**src/rtl/inst_prefetch_buffer.sv**
```systemverilog
// Sequential instruction prefetch queue between the fetch port and a combinational ROM.
// Optional same-cycle ROM-to-core bypass on an empty queue: define FETCH_BYPASS_EN.
module inst_prefetch_buffer #(
  parameter int unsigned DEPTH    = 4,
  parameter logic [31:0] RESET_PC = 32'h0000_0000
) (
  input  logic        clk,
  input  logic        rst,
  input  logic        flush_i,
  input  logic [31:0] flush_pc_i,
  input  logic        pop_i,
  output logic [31:0] inst_o,
  output logic [31:0] inst_pc_o,
  output logic        inst_valid_o,
  output logic        rom_ce_o,
  output logic [31:0] rom_addr_o,
  input  logic [31:0] rom_data_i
);

  localparam int unsigned PW = (DEPTH > 1) ? $clog2(DEPTH) : 1;
  localparam logic [PW:0] DEPTH_C = (PW + 1)'(DEPTH);

  logic [31:0]   inst_mem [DEPTH];
  logic [31:0]   pc_mem   [DEPTH];
  logic [PW-1:0] rd_ptr;
  logic [PW-1:0] wr_ptr;
  logic [PW:0]   count;
  logic [31:0]   fetch_pc;
  logic          q_valid;
  logic          push;
  logic          pop_q;
  logic          unused_flush_lsbs;

  assign unused_flush_lsbs = ^flush_pc_i[1:0];

  // Chip enable depends only on reset, flush and registered occupancy, never on pop_i.
  assign rom_ce_o   = !rst && !flush_i && (count < DEPTH_C);
  assign rom_addr_o = fetch_pc;
  assign q_valid    = (count != '0);
  assign pop_q      = pop_i && q_valid && !flush_i;

`ifdef FETCH_BYPASS_EN
  logic bypass;

  always_comb begin
    bypass       = !q_valid && rom_ce_o;
    inst_valid_o = q_valid || bypass;
    inst_o       = '0;
    inst_pc_o    = '0;
    if (q_valid) begin
      inst_o    = inst_mem[rd_ptr];
      inst_pc_o = pc_mem[rd_ptr];
    end else if (bypass) begin
      inst_o    = rom_data_i;
      inst_pc_o = fetch_pc;
    end
    // A bypassed word consumed the same cycle is never stored.
    push = rom_ce_o && !(bypass && pop_i);
  end
`else
  always_comb begin
    inst_valid_o = q_valid;
    inst_o       = '0;
    inst_pc_o    = '0;
    if (q_valid) begin
      inst_o    = inst_mem[rd_ptr];
      inst_pc_o = pc_mem[rd_ptr];
    end
    push = rom_ce_o;
  end
`endif

  always_ff @(posedge clk or posedge rst) begin
    if (rst) begin
      count    <= '0;
      rd_ptr   <= '0;
      wr_ptr   <= '0;
      fetch_pc <= RESET_PC;
    end else if (flush_i) begin
      count    <= '0;
      rd_ptr   <= '0;
      wr_ptr   <= '0;
      fetch_pc <= {flush_pc_i[31:2], 2'b00};
    end else begin
      if (push)     wr_ptr   <= wr_ptr + 1'b1;
      if (pop_q)    rd_ptr   <= rd_ptr + 1'b1;
      if (rom_ce_o) fetch_pc <= fetch_pc + 32'd4;
      unique case ({push, pop_q})
        2'b10:   count <= count + 1'b1;
        2'b01:   count <= count - 1'b1;
        default: count <= count;
      endcase
    end
  end

  always_ff @(posedge clk) begin
    if (push) begin
      inst_mem[wr_ptr] <= rom_data_i;
      pc_mem[wr_ptr]   <= fetch_pc;
    end
  end

endmodule

```
**config.mk**
```make
export PLATFORM = sky130hd
export DESIGN_NAME = inst_prefetch_buffer
export DESIGN_NICKNAME = d
export VERILOG_FILES = /design/src/rtl/inst_prefetch_buffer.sv
export SDC_FILE = /design/constraint.sdc
export NUM_CORES = 1
export LEC_CHECK = 0
export CORE_MARGIN = 4
export CORE_UTILIZATION = 35
export CTS_CLUSTER_DIAMETER = 40
export CTS_CLUSTER_SIZE = 16
export DETAILED_ROUTE_END_ITERATION = 8
export GPL_TIMING_DRIVEN = 0
export PLACE_DENSITY = 0.58
export SLEW_MARGIN = 0
export SYNTH_ARGS = -nofsm -noshare
export SYNTH_HDL_FRONTEND = slang
export SYNTH_SLANG_ARGS = --single-unit
```
**constraint.sdc**
```tcl
create_clock -name clk -period 6.95 [get_ports clk]
set_input_delay 1.0425 -clock clk [delete_from_list [all_inputs] [get_ports clk]]
set_output_delay 1.0425 -clock clk [all_outputs]
set_load 0.01 [all_outputs]
```
# Word-level counts from Yosys, hierarchy flattened
# Memory sizes are Yosys's and may differ from the RTL's.
# Index checks and enable logic that the tools add are counted.
# word_totals
ff_bits	39
latch_bits	0
ram_bits	256
mem_bits_ro	0
inputBits	68
word_cells	36
n_memories	2
# classes
addsub	5
mul	0
n_div	0
magnitude_cmp	1
n_eq_ne	2
n_shift	0
muxes	12
bitwise_logic	0
n_reduce_logical	10
# memory_table
memory	depth	word_bits	rd	rd_ports_with_merged_regs	wr	line	text
inst_mem	4	32	1	0	1	23	logic [31:0] inst_mem [DEPTH];
pc_mem	4	32	1	0	1	24	logic [31:0] pc_mem [DEPTH];
# ops
operator	count
$mux 32	4
$add 32x3->32 const B	1
$mux 2	4
$pmux 3 s2	1
$reduce_bool 3->1	2
$add 2x1->2 const B	2
$logic_and 1x1->1	4
$reduce_bool 2->1	2
$add 3x1->3 const B	1
$lt 3x3->1 const B	1
$mux 3	1
$sub 3x1->3 const B	1
$eq 2x1->1 const B	1
$eq 2x2->1 const B	1
$logic_not 1->1	2
$mux 1	2

# Longest topological paths before layout
# Gate-level depths: netlist of run 1.
# depth
depth_word	6
ltp_mapped	7

# Worst setup path after synthesis of run 1
# OpenSTA, ideal clock, no wires.
# synth_path
kind	in2reg
from	input flush_i
to	memory inst_mem[0][0], enable pin
setup_ns	0.426
arrival_time_ns	3.035
required_ns	6.524
setup_slack_ns	3.488
stages	2
path_buffers	0
path_cell_list	nor3_1 and2_1
# synth_via
elab_chain_len	5
# synth_rtl
item	line	text
start: declaration	9	input logic flush_i,
$logic_not 1->1	37	assign rom_ce_o = !rst && !flush_i && (count < DEPTH_C);
$logic_and 1x1->1 (2 in series)	37	
$mux 1	97	if (push) begin
$mux 1 (not written as such)	98	inst_mem[wr_ptr] <= rom_data_i;
end: declaration	23	
# No other way between the ends.

# Worst setup path after layout of run 1
# layout_path
from	register rd_ptr[0]
to	output inst_pc_o[30]
# layout_via
elab_chain_len	2
# layout_rtl
item	line	text
start: declaration	25	logic [PW-1:0] rd_ptr;
start signal: assignment	86	if (pop_q) rd_ptr <= rd_ptr + 1'b1;
$mem_v2 4x32	-	
$mux 32	65	if (q_valid) begin
end: declaration	13	output logic [31:0] inst_pc_o,
# No other way between the ends.

==> results by group, run 1 <==
Synthesis
  – Count of different cell masters after synthesis: 37
  – Largest family of logic cells by synthesized area: multiplexers
  – Synthesized cell area: 11500 µm²
  – Asr flop ratio synth: 13.0%
  – Yosys warnings: 0
  – Flop and latch count out of synthesis: 285
  – Area fraction in compound gates after synthesis: 1.54%
  – Area share of fa/ha/maj cells after synthesis: 0.721%
  – Post-synth EDFFs: 248
  – Commonest register cell after synthesis: edfxtp_1
  – Xor-xnor portion of the synthesized cell area: 2.45%
  – Synth Instances: 634
  – Simple-gate portion of the synthesized area: 8.08%
  – Avg Inst Size Synth: 18.1 µm²
  – Post-synthesis mux area share: 12.4%
  – Sequential fraction of the synthesis area: 73.1%

Global route
  – Gr busiest metal: met2
  – GR Util met3: 2.95%
  – First-pass GRT wire length: 41000 µm
  – M1 GR Usage: 20.0%
  – Initial antenna violation count: 0
  – Pin count of the biggest net entering global routing: 38
  – Vias in the first global route: 7001
  – Gr usage total: 14.8%
  – Met2 Use GR: 24.5%
  – GRT overflow: 0

STA
  – Max_slew headroom: 42.1%
  – Minimum clock period: 4500 ps
  – Hold slack final: 586 ps
  – Final setup vio count: 0
  – Setup TNS Final: 0 ps
  – Final Cycle Share: 64.8%
  – Fin. Hold Viols: 0
  – Worst slew pin tran: 869 ps
  – Max-slew violation count: 0
  – RSZ-0062 raised after global routing: no
  – Final Skew: 12.0 ps
  – Fmax: 0.222 GHz

Setup path
  – Crit start category: flop
  – CP arrival: 3460 ps
  – Worst setup path class: reg -> out
  – Crit path max fanout: 10
  – Worst EP required: 5910 ps
  – Setup crit end kind: primary output
  – Reg-to-reg slack, setup: 4340 ps

Power and ir drop
  – Power per cell area: 371 nW/µm²
  – Max VDD drop: 0.000180 V
  – Design Power: 5.63 mW
  – Leakage: 5.04 nW

Floorplan
  – Die area: 35700 µm²
  – I/O pins: 166
  – Die H: 189 µm
  – Core area: 31900 µm²
  – Initial core utilization: 35.9%
  – Rows: 65
  – Die width: 189 µm

Clock tree
  – Clk slew on worst S/H paths: 50 ps
  – CTS max path bufs: 3
  – Hold-fix buffers, CTS: 0
  – H-tree depth: 2
  – Clock sinks: 285
  – Root Driver: clkbuf_16
  – TritonCTS clock tree: built
  – Postcts setup bufs: 0
  – Cts bufs inserted: 44
  – Cts repair resizes: 0
  – Clock latency on the worst-skew pair: 520 ps

Placed design
  – Post-DP HPWL: 16600 µm
  – Port bufs: 159
  – Gp weighted congestion: 0.775

Run status
  – Status: finished, final reports clean

Layout
  – Final core occ: 47.6%
  – Synth-to-Final Area Change: 32.5%
  – Nets@finish: 921
  – Fraction of layout cells with a size suffix above 1: 18.4%
  – Antenna Cells: 0

Job
  – Max cap viols: 0

Drt
  – Vias: 6283
  – Post-route ant nets: 0
  – Wire length per cell: 19.9 µm
  – Residual DRC: 0
  – Post-Route WL: 26100 µm
  – Vias/cell: 4.78
  – Initial drt markers: 377
  – Initial DRT Pass Iterations: 4

Worst hold path
  – Hold crit path type: reg -> reg
-- routing by layer --
metal / share of wire [%] / routed length, µm
met3: 4.9 / 1290
met1: 44 / 11600
met2: 48 / 12600
met4: 2.4 / 638
met5: 0 / 0
-- power by group --
group	internal (mW)	switching, mW	leakage (nW)
combinational	0.796	0.659	1.63
clock	1.30	0.799	0.696
sequential	2.00	0.0759	2.72
-- cell type report --
type | count | area [µm²]
buffer | 36 | 163
fill | 2768 | 16700
inverter | 9 | 33.8
timing repair buffer | 164 | 1720
clock buffer | 51 | 1170
sequential | 285 | 8370
tap | 435 | 544
clock inverter | 28 | 267
multi-input combinational | 307 | 2910
-- cell families after synthesis --
| family | count (synthesis) |
|---|---|
| AOI/OAI and AO/OA | 34 |
| and+or+nand+nor | 167 |
| muxes | 64 |
| xor gates and xnor gates | 32 |
| DFF | 285 |
| other | 1 |
| buffers and inverters | 45 |
| adders and majority gates | 6 |
-- placed cells by master, fill, tap and decap left out, types with 6 or more instances in the layout --
cell,count
clkinv_2,6
clkbuf_1,27
dfrtp_1,37
xor2_1,8
inv_1,8
and2_1,63
mux4_2,62
nand4_1,8
buf_2,7
clkbuf_16,45
xnor2_1,24
o21ai_1,6
nor3_1,15
o21ai_0,25
nor2_1,12
edfxtp_1,248
clkdlybuf4s50_1,159
nand2_1,39
nand3_1,9
clkinv_4,7
-- critical path: stages, from the launching register on --
cell             delay [ps]
dfrtp_1                 310
clkbuf_1                640
buf_1                   720
mux4_2                  600
and2_1                  190
clkdlybuf4s50_1         480
-- flip-flops by register name, summed over array words and instances, names as in the netlist --
register / cells
rom_addr_o: 30
rd_ptr: 2
count: 3
wr_ptr: 2
pc_mem: 120
inst_mem: 128
-- worst paths after layout --
kind / startpoint / end / cells past startpoint
min: count[1] / count[1] / 2
max in group asynchronous: rst / rom_addr_o[12] / 3
max reg2reg: count[2] / count[2] / 7
min reg2reg: count[1] / count[1] / 2
max: rd_ptr[0] / inst_pc_o[30] / 5
min in group asynchronous: rst / rom_addr_o[2] / 2
-- synthesized netlist by cell type, drive strengths merged (3+ instances only) --
library cell / n / area [µm²]
ha: 5 / 62.6
inv: 9 / 33.8
nand2: 39 / 146
edfxtp: 248 / 7450
xnor2: 24 / 210
and4: 3 / 26.3
dfrtp: 37 / 926
or4: 3 / 22.5
mux4: 62 / 1400
nand3: 9 / 45.0
buf: 13 / 76.3
nor3: 15 / 75.1
and2: 67 / 419
xor2: 8 / 70.1
nor2: 12 / 45.0
o21ai: 31 / 155
nand4: 9 / 71.3
clkbuf: 23 / 86.3
-- stage by stage --
step           cell area, µm²  instances  worst slack [ps]
2_1_floorplan           11500        637              3490
4_1_cts                 15200       1315              2330
3_5_place_dp            13700       1236              2860
3_3_place_gp            13600       1231              1530
6_report                15200       1315              2450
5_1_grt                 15200       1315              2160
Note: power is estimated with default switching activity, not from simulation.
==> run 2: changes to the inputs <==
--- a/config.mk
+++ b/config.mk
@@ -11,7 +11,7 @@
 export CTS_CLUSTER_SIZE = 16
 export DETAILED_ROUTE_END_ITERATION = 8
 export GPL_TIMING_DRIVEN = 0
-export PLACE_DENSITY = 0.58
+export PLACE_DENSITY = 0.61
 export SLEW_MARGIN = 0
 export SYNTH_ARGS = -nofsm -noshare
 export SYNTH_HDL_FRONTEND = slang
==> constraint.sdc (replaced) <==
create_clock -name clk -period 3.9 [get_ports clk]
set_input_delay 0.585 -clock clk [delete_from_list [all_inputs] [get_ports clk]]
set_output_delay 0.585 -clock clk [all_outputs]
set_load 0.01 [all_outputs]
==> run 2 against run 1 <==
Clock-buffer cell count fell by 11. Sequential share of layout area rose by 0.63 points. Via count fell by 0.38%. Combinational power rose by 77%. Clock power rose by 63%. Final cell count fell by 0.99%. Critical path depth did not move. Non-clock buffer count fell by 2. First-iteration DRC count rose by 7.2%. Global-route usage fell by 0.51 points. Critical endpoint is now inst_pc_o[12]. Largest cell class unchanged.
==> results by group, run 2 (synthesized netlist as in run 1, its figures left out) <==
Run status
  – Status: finished, final reports clean (unchanged)

Setup path
  – Crit start category: flop (unchanged)
  – Top cell by count, worst path: clkbuf_1
  – R2r worst-path depth: 7 (unchanged)
  – Worst setup path class: reg -> out (unchanged)
  – Crit path max fanout: 10 (unchanged)
  – Slowest stage delay, CP: 580 ps (was 720 ps)
  – Cells along the critical path: clkbuf_1, clkbuf_1, mux4_2, and2_1, clkdlybuf4s50_1 (was clkbuf_1, buf_1, mux4_2, and2_1, clkdlybuf4s50_1)
  – Worst EP required: 3310 ps (was 5910 ps)
  – WP depth: 5 (unchanged)
  – Buf/Inv on CP: 3 (unchanged)
  – Worst path slowest cell: clkbuf_1 (was buf_1)
  – Cell family with most CP delay: buffers and inverters (unchanged)
  – Setup crit end kind: primary output (unchanged)
  – CP arrival: 3040 ps (was 3460 ps)

Worst hold path
  – Hold crit path type: reg -> reg (unchanged)
  – Hold Crit Depth: 2 (unchanged)

Floorplan
  – Die area: 35700 µm² (unchanged)
  – Die width: 189 µm (unchanged)
  – Core area: 31900 µm² (unchanged)
  – I/O pins: 166 (unchanged)
  – Die H: 189 µm (unchanged)
  – Rows: 65 (unchanged)
  – Initial core utilization: 35.9% (unchanged)

Layout
  – Final instance area: 15000 µm² (was 15200 µm²)
  – Antenna Cells: 0 (unchanged)
  – Largest Register: inst_mem (unchanged)
  – Most frequent cells in the layout: edfxtp_1 (248), clkdlybuf4s50_1 (159), and2_1 (63) (unchanged)
  – Fraction of layout cells with a size suffix above 1: 17.6% (was 18.4%)
  – Leading cell type in the layout, fill and taps excluded: edfxtp_1 (unchanged)
  – Max reg flops: 128 (unchanged)
  – Synth-to-Final Area Change: 31.0% (was 32.5%)
  – Fillers: 2792 (was 2768)
  – Nets@finish: 912 (was 921)
  – Post-Layout Cell Count: 1302 (was 1315)
  – Final core occ: 47.1% (was 47.6%)

Global route
  – First-pass GRT wire length: 39500 µm (was 41000 µm)
  – Gr usage total: 14.3% (was 14.8%)
  – Pin count of the biggest net entering global routing: 43 (was 38)
  – GRT overflow: 0 (unchanged)
  – Initial antenna violation count: 0 (unchanged)
  – Vias in the first global route: 6595 (was 7001)

Clock tree
  – TritonCTS clock tree: built (unchanged)
  – Cts bufs inserted: 37 (was 44)
  – Clk slew on worst S/H paths: 50 ps (about the same)
  – Root Driver: clkbuf_16 (unchanged)
  – H-tree depth: 2 (unchanged)
  – CTS max path bufs: 3 (unchanged)
  – Clock sinks: 285 (unchanged)
  – Clock latency on the worst-skew pair: 520 ps (about the same)

Power and ir drop
  – Design Power: 9.71 mW (was 5.63 mW)
  – Clk pwr share: 35.3% (was 37.3%)
  – Max VDD drop: 0.000284 V (was 0.000180 V)
  – Sw frac: 27.2% (was 27.3%)
  – Comb power frac: 26.4% (was 25.9%)
  – Power per cell area: 647 nW/µm² (was 371 nW/µm²)
  – Net switching power: 2.64 mW (was 1.53 mW)
  – Pint: 7.07 mW (was 4.09 mW)
  – Part of the power in registers: 38.2% (was 36.8%)
  – Leakage: 4.96 nW (was 5.04 nW)

STA
  – Max-slew violation count: 0 (unchanged)
  – Final Cycle Share: 93.0%
  – Fmax: 0.276 GHz
  – Final Skew: 19.8 ps (was 12.0 ps)
  – Minimum clock period: 3630 ps
  – Final setup vio count: 0 (unchanged)
  – Worst slew pin tran: 869 ps (about the same)
  – Max_slew headroom: 42.0% (was 42.1%)
  – Fin. Hold Viols: 0 (unchanged)
  – RSZ-0062 raised after global routing: no (unchanged)

Placed design
  – Placement Cell Area: 13700 µm² (about the same)
  – Post-DP HPWL: 16200 µm (was 16600 µm)
  – Gp weighted congestion: 0.755 (was 0.775)
  – Placed Cells: 1235 (was 1236)
  – Port bufs: 159 (unchanged)

Job
  – Max cap viols: 0 (unchanged)

Drt
  – Wire length per cell: 19.3 µm (was 19.9 µm)
  – Post-route ant nets: 0 (unchanged)
  – Post-Route WL: 25200 µm (was 26100 µm)
  – Vias/cell: 4.81 (was 4.78)
  – Initial DRT Pass Iterations: 4 (unchanged)
  – Initial drt markers: 404 (was 377)
  – Vias: 6259 (was 6283)
  – Residual DRC: 0 (unchanged)
## run 2: changes by cell type in the layout (fill, tap and decap cells not counted), sizes merged
cell / delta
buf: -1
clkinv: -2
bufinv: +2
clkbuf: -13
clkdlybuf4s15: +1
clkinvlp: -3
inv: +3
## run 2: routing by layer
layer / part of all wire, % / vias to the layer above / GRT usage [%] / wire length (µm)
li1: - / 2863 / - / -
met1: 45 / 3160 / 20.0 / 11400
met2: 48 / 201 / 23.0 / 12000
met3: 5.8 / 35 / 3.37 / 1460
met4: 1.6 / 0 / 3.25 / 393
met5: 0 / - / 0 / 0
## run 2: area by class of cell
| class | instances | area, µm² | share of cell area [%] |
|---|---|---|---|
| sequential | 285 | 8370 | 55.8 |
| multi-input combinational | 307 | 2910 | 19.4 |
| timing repair buffer | 163 | 1700 | 11.3 |
| clock buffer | 40 | 957 | 6.38 |
| tap | 435 | 544 | 3.63 |
| clock inverter | 28 | 322 | 2.14 |
| buffer | 35 | 166 | 1.11 |
| inverter | 9 | 33.8 | 0.225 |
## run 2: repair_timing
item / in CTS / in global routing
hold buffers: 0 / 0
resized for setup: 2 / 1
endpoints found under the setup margin: 8 / 18
hold endpoints to repair: 0 / 0
setup buffers: 0 / 0
## run 2: worst reg2reg max path, delay by kind of cell, from the launching register on
| kind | cells | cell delay (ps) |
|---|---|---|
| adder cells (fa/ha/maj) | 1 | 300 |
| buffers and inverters | 1 | 330 |
| flip-flops | 1 | 640 |
| AO/OA/AOI/OAI | 1 | 90 |
| XOR/XNOR | 1 | 150 |
| AND/OR/NAND/NOR | 3 | 970 |
## run 2: final timing paths
kind | slack [ps] | to | start
worst min-delay path | 590 | wr_ptr[1] | wr_ptr[1]
worst max register to register | 1290 | rom_addr_o[30] | rom_addr_o[2]
min in group asynchronous | 690 | rom_addr_o[29] | rst
worst max-delay path | 270 | inst_pc_o[12] | rd_ptr[1]
worst min register to register | 590 | wr_ptr[1] | wr_ptr[1]
max in group asynchronous | 2660 | rom_addr_o[22] | rst
## run 2: stage by stage
step	TNS [ps]	worst slack (ps)	hold WS (ps)
detailed placement	0	393	587
global route	0	8.51	612
finish	0	274	595
CTS	0	30.4	597
floorplan	0	896	536
global placement	-217530	-922	565
## run 2: power by group through the flow
stage | registers, mW | logic (mW) | clock network [mW]
after floorplan | 3.73 | 1.37 | 0
after global placement | 3.77 | 2.64 | 0
after detailed placement | 3.76 | 2.67 | 0
after CTS | 3.70 | 2.68 | 3.54
after global routing | 3.74 | 2.80 | 3.70
final | 3.71 | 2.57 | 3.43
==> run 3: changes to the inputs <==
--- a/config.mk
+++ b/config.mk
@@ -5,13 +5,14 @@
 export SDC_FILE = /design/constraint.sdc
 export NUM_CORES = 1
 export LEC_CHECK = 0
-export CORE_MARGIN = 4
 export CORE_UTILIZATION = 35
 export CTS_CLUSTER_DIAMETER = 40
 export CTS_CLUSTER_SIZE = 16
 export DETAILED_ROUTE_END_ITERATION = 8
+export DONT_BUFFER_PORTS = 1
+export GPL_ROUTABILITY_DRIVEN = 0
 export GPL_TIMING_DRIVEN = 0
-export PLACE_DENSITY = 0.61
+export PLACE_DENSITY = 0.54
 export SLEW_MARGIN = 0
 export SYNTH_ARGS = -nofsm -noshare
 export SYNTH_HDL_FRONTEND = slang
==> run 3 against run 2 <==
Die area shrank 6.3%. Non-clock buffer count shrank 158. Critical path depth shrank 1. Cell area shrank 9.4%. Power shrank 4.7%. First-iteration DRC count shrank 26%. Clock power grew 9.9%. Combinational power shrank 31%. Worst hold slack lost 450 ps.
==> results by group, run 3 (synthesized netlist as in run 1, its figures left out) <==
Layout
  – Post-Layout Cell Count: 1161 (was 1302)
  – Max reg flops: 128 (unchanged)
  – Most frequent cells in the layout: edfxtp_1 (248), and2_1 (63), mux4_2 (62) (was edfxtp_1 (248), clkdlybuf4s50_1 (159), and2_1 (63))
  – Final instance area: 13600 µm² (was 15000 µm²)
  – Largest Register: inst_mem (unchanged)
  – Fillers: 2852 (was 2792)
  – Synth-to-Final Area Change: 18.7% (was 31.0%)
  – Leading cell type in the layout, fill and taps excluded: edfxtp_1 (unchanged)
  – Nets@finish: 762 (was 912)
  – Fraction of layout cells with a size suffix above 1: 22.6% (was 17.6%)

Drt
  – Wire length per cell: 21.3 µm (was 19.3 µm)
  – Post-Route WL: 24800 µm (was 25200 µm)
  – Initial drt markers: 298 (was 404)
  – Residual DRC: 0 (unchanged)
  – Met1 WL: 9860 µm (was 11400 µm)
  – WL met2: 12400 µm (was 12000 µm)
  – Top layer used by detailed routing: met4 (unchanged)
  – Post-route ant nets: 0 (unchanged)
  – Vias/cell: 4.98 (was 4.81)
  – Vias: 5777 (was 6259)
  – Initial DRT Pass Iterations: 7 (was 4)
  – Met3 wire length: 2020 µm (was 1460 µm)

Clock tree
  – Postcts setup bufs: 0 (unchanged)
  – CTS max path bufs: 3 (unchanged)
  – Clk slew on worst S/H paths: 60 ps (was 50 ps)
  – Clock latency on the worst-skew pair: 520 ps (about the same)
  – Hold-fix buffers, CTS: 0 (unchanged)
  – Root Driver: clkbuf_16 (unchanged)
  – Clock sinks: 285 (unchanged)
  – H-tree depth: 2 (unchanged)
  – TritonCTS clock tree: built (unchanged)
  – Cts repair resizes: 0 (was 2)
  – Cts bufs inserted: 45 (was 37)

Setup path
  – Setup crit end kind: primary output (unchanged)
  – Worst setup path class: reg -> out (unchanged)
  – Crit path launch: rd_ptr[0] (was rd_ptr[1])
  – CP arrival: 2910 ps (was 3040 ps)
  – Crit start category: flop (unchanged)
  – R2r worst-path depth: 7 (unchanged)
  – Reg-to-Reg Start: rom_addr_o[2] (unchanged)
  – Crit path max fanout: 10 (unchanged)
  – R2R Path End: rom_addr_o[20] (was rom_addr_o[30])
  – Reg-to-reg slack, setup: 1090 ps (was 1290 ps)
  – Setup crit end: inst_pc_o[26] (was inst_pc_o[12])
  – Worst EP required: 3310 ps (about the same)

Global route
  – Gr usage total: 15.2% (was 14.3%)
  – Vias in the first global route: 6372 (was 6595)
  – GRT overflow: 0 (unchanged)
  – Pin count of the biggest net entering global routing: 44 (was 43)
  – First-pass GRT wire length: 37800 µm (was 39500 µm)
  – Initial antenna violation count: 0 (unchanged)

Power and ir drop
  – Max VDD drop: 0.000289 V (was 0.000284 V)
  – Design Power: 9.26 mW (was 9.71 mW)
  – Power per cell area: 681 nW/µm² (was 647 nW/µm²)
  – Leakage: 4.45 nW (was 4.96 nW)

STA
  – Worst slew pin tran: 916 ps (was 869 ps)
  – Max-slew violation count: 0 (unchanged)
  – Final setup vio count: 0 (unchanged)
  – RSZ-0062 raised after global routing: no (unchanged)
  – Fmax: 0.286 GHz (was 0.276 GHz)
  – Minimum clock period: 3490 ps (was 3630 ps)
  – Final Skew: 19.8 ps (about the same)
  – Fin. Hold Viols: 0 (unchanged)
  – Final Cycle Share: 89.6% (was 93.0%)
  – Hold slack final: 143 ps (was 595 ps)
  – Max_slew headroom: 38.9% (was 42.0%)

Worst hold path
  – Hold crit path type: in -> async (was reg -> reg)

Placed design
  – Placed Cells: 1076 (was 1235)
  – Post-DP HPWL: 15800 µm (was 16200 µm)
  – Port bufs: 0 (was 159)
  – Placement Cell Area: 12100 µm² (was 13700 µm²)

Floorplan
  – Rows: 65 (unchanged)
  – Die H: 183 µm (was 189 µm)
  – Die area: 33500 µm² (was 35700 µm²)
  – Core area: 31900 µm² (unchanged)
  – Initial core utilization: 35.9% (unchanged)
  – Die width: 183 µm (was 189 µm)
  – I/O pins: 166 (unchanged)

Run status
  – Status: finished, final reports clean (unchanged)

Job
  – Max cap viols: 0 (unchanged)
run 3: critical path, stage by stage, from the launching register on:
cell and delay, ps:
dfrtp_1 310, clkbuf_1 550, buf_1 700, mux4_2 610, and2_1 210
run 3: final cells by class:
type / instances / area, µm² / area share, %
diodes: 1 / 2.50 / 0.0184
multi-input cells: 307 / 2910 / 21.4
inverters: 9 / 33.8 / 0.248
flip-flops and latches: 285 / 8370 / 61.6
well taps: 435 / 544 / 4.00
repair buffers: 4 / 110 / 0.810
clock buffers: 53 / 1210 / 8.89
plain buffers: 36 / 163 / 1.20
clock inverters: 31 / 259 / 1.90
run 3: worst min-delay path by stage:
stage,startpoint,end,slack [ps],depth (start not counted)
2_1_floorplan,count[1],count[1],540,2
3_5_place_dp,wr_ptr[1],wr_ptr[1],590,2
4_1_cts,rom_data_i[28],inst_mem[2][28],120,0
3_3_place_gp,count[1],count[1],560,2
6_report,rst,rom_addr_o[2],140,1
5_1_grt,rom_data_i[15],inst_mem[0][15],120,0
run 3: stage by stage:
step           setup WS (ps)  setup TNS [ps]  utilization (%)
6_report                 405               0             42.7
5_1_grt                  140               0             42.7
4_1_cts                  202               0             42.7
3_5_place_dp             768               0             38.0
3_3_place_gp            -475         -114780             37.7
2_1_floorplan            896               0                -
run 3: power breakdown:
group / leakage [nW] / total (mW) / switching [mW] / internal [mW]
sequential: 2.72 / 3.72 / 0.159 / 3.56
combinational: 1.02 / 1.77 / 1.04 / 0.732
clock: 0.715 / 3.77 / 1.44 / 2.33
run 3: routing by layer:
metal / global-route usage, % / vias up
li1: - / 2569
met1: 17.8 / 2961
met2: 26.2 / 196
met3: 4.94 / 51
met4: 5.07 / 0
met5: 0 / -
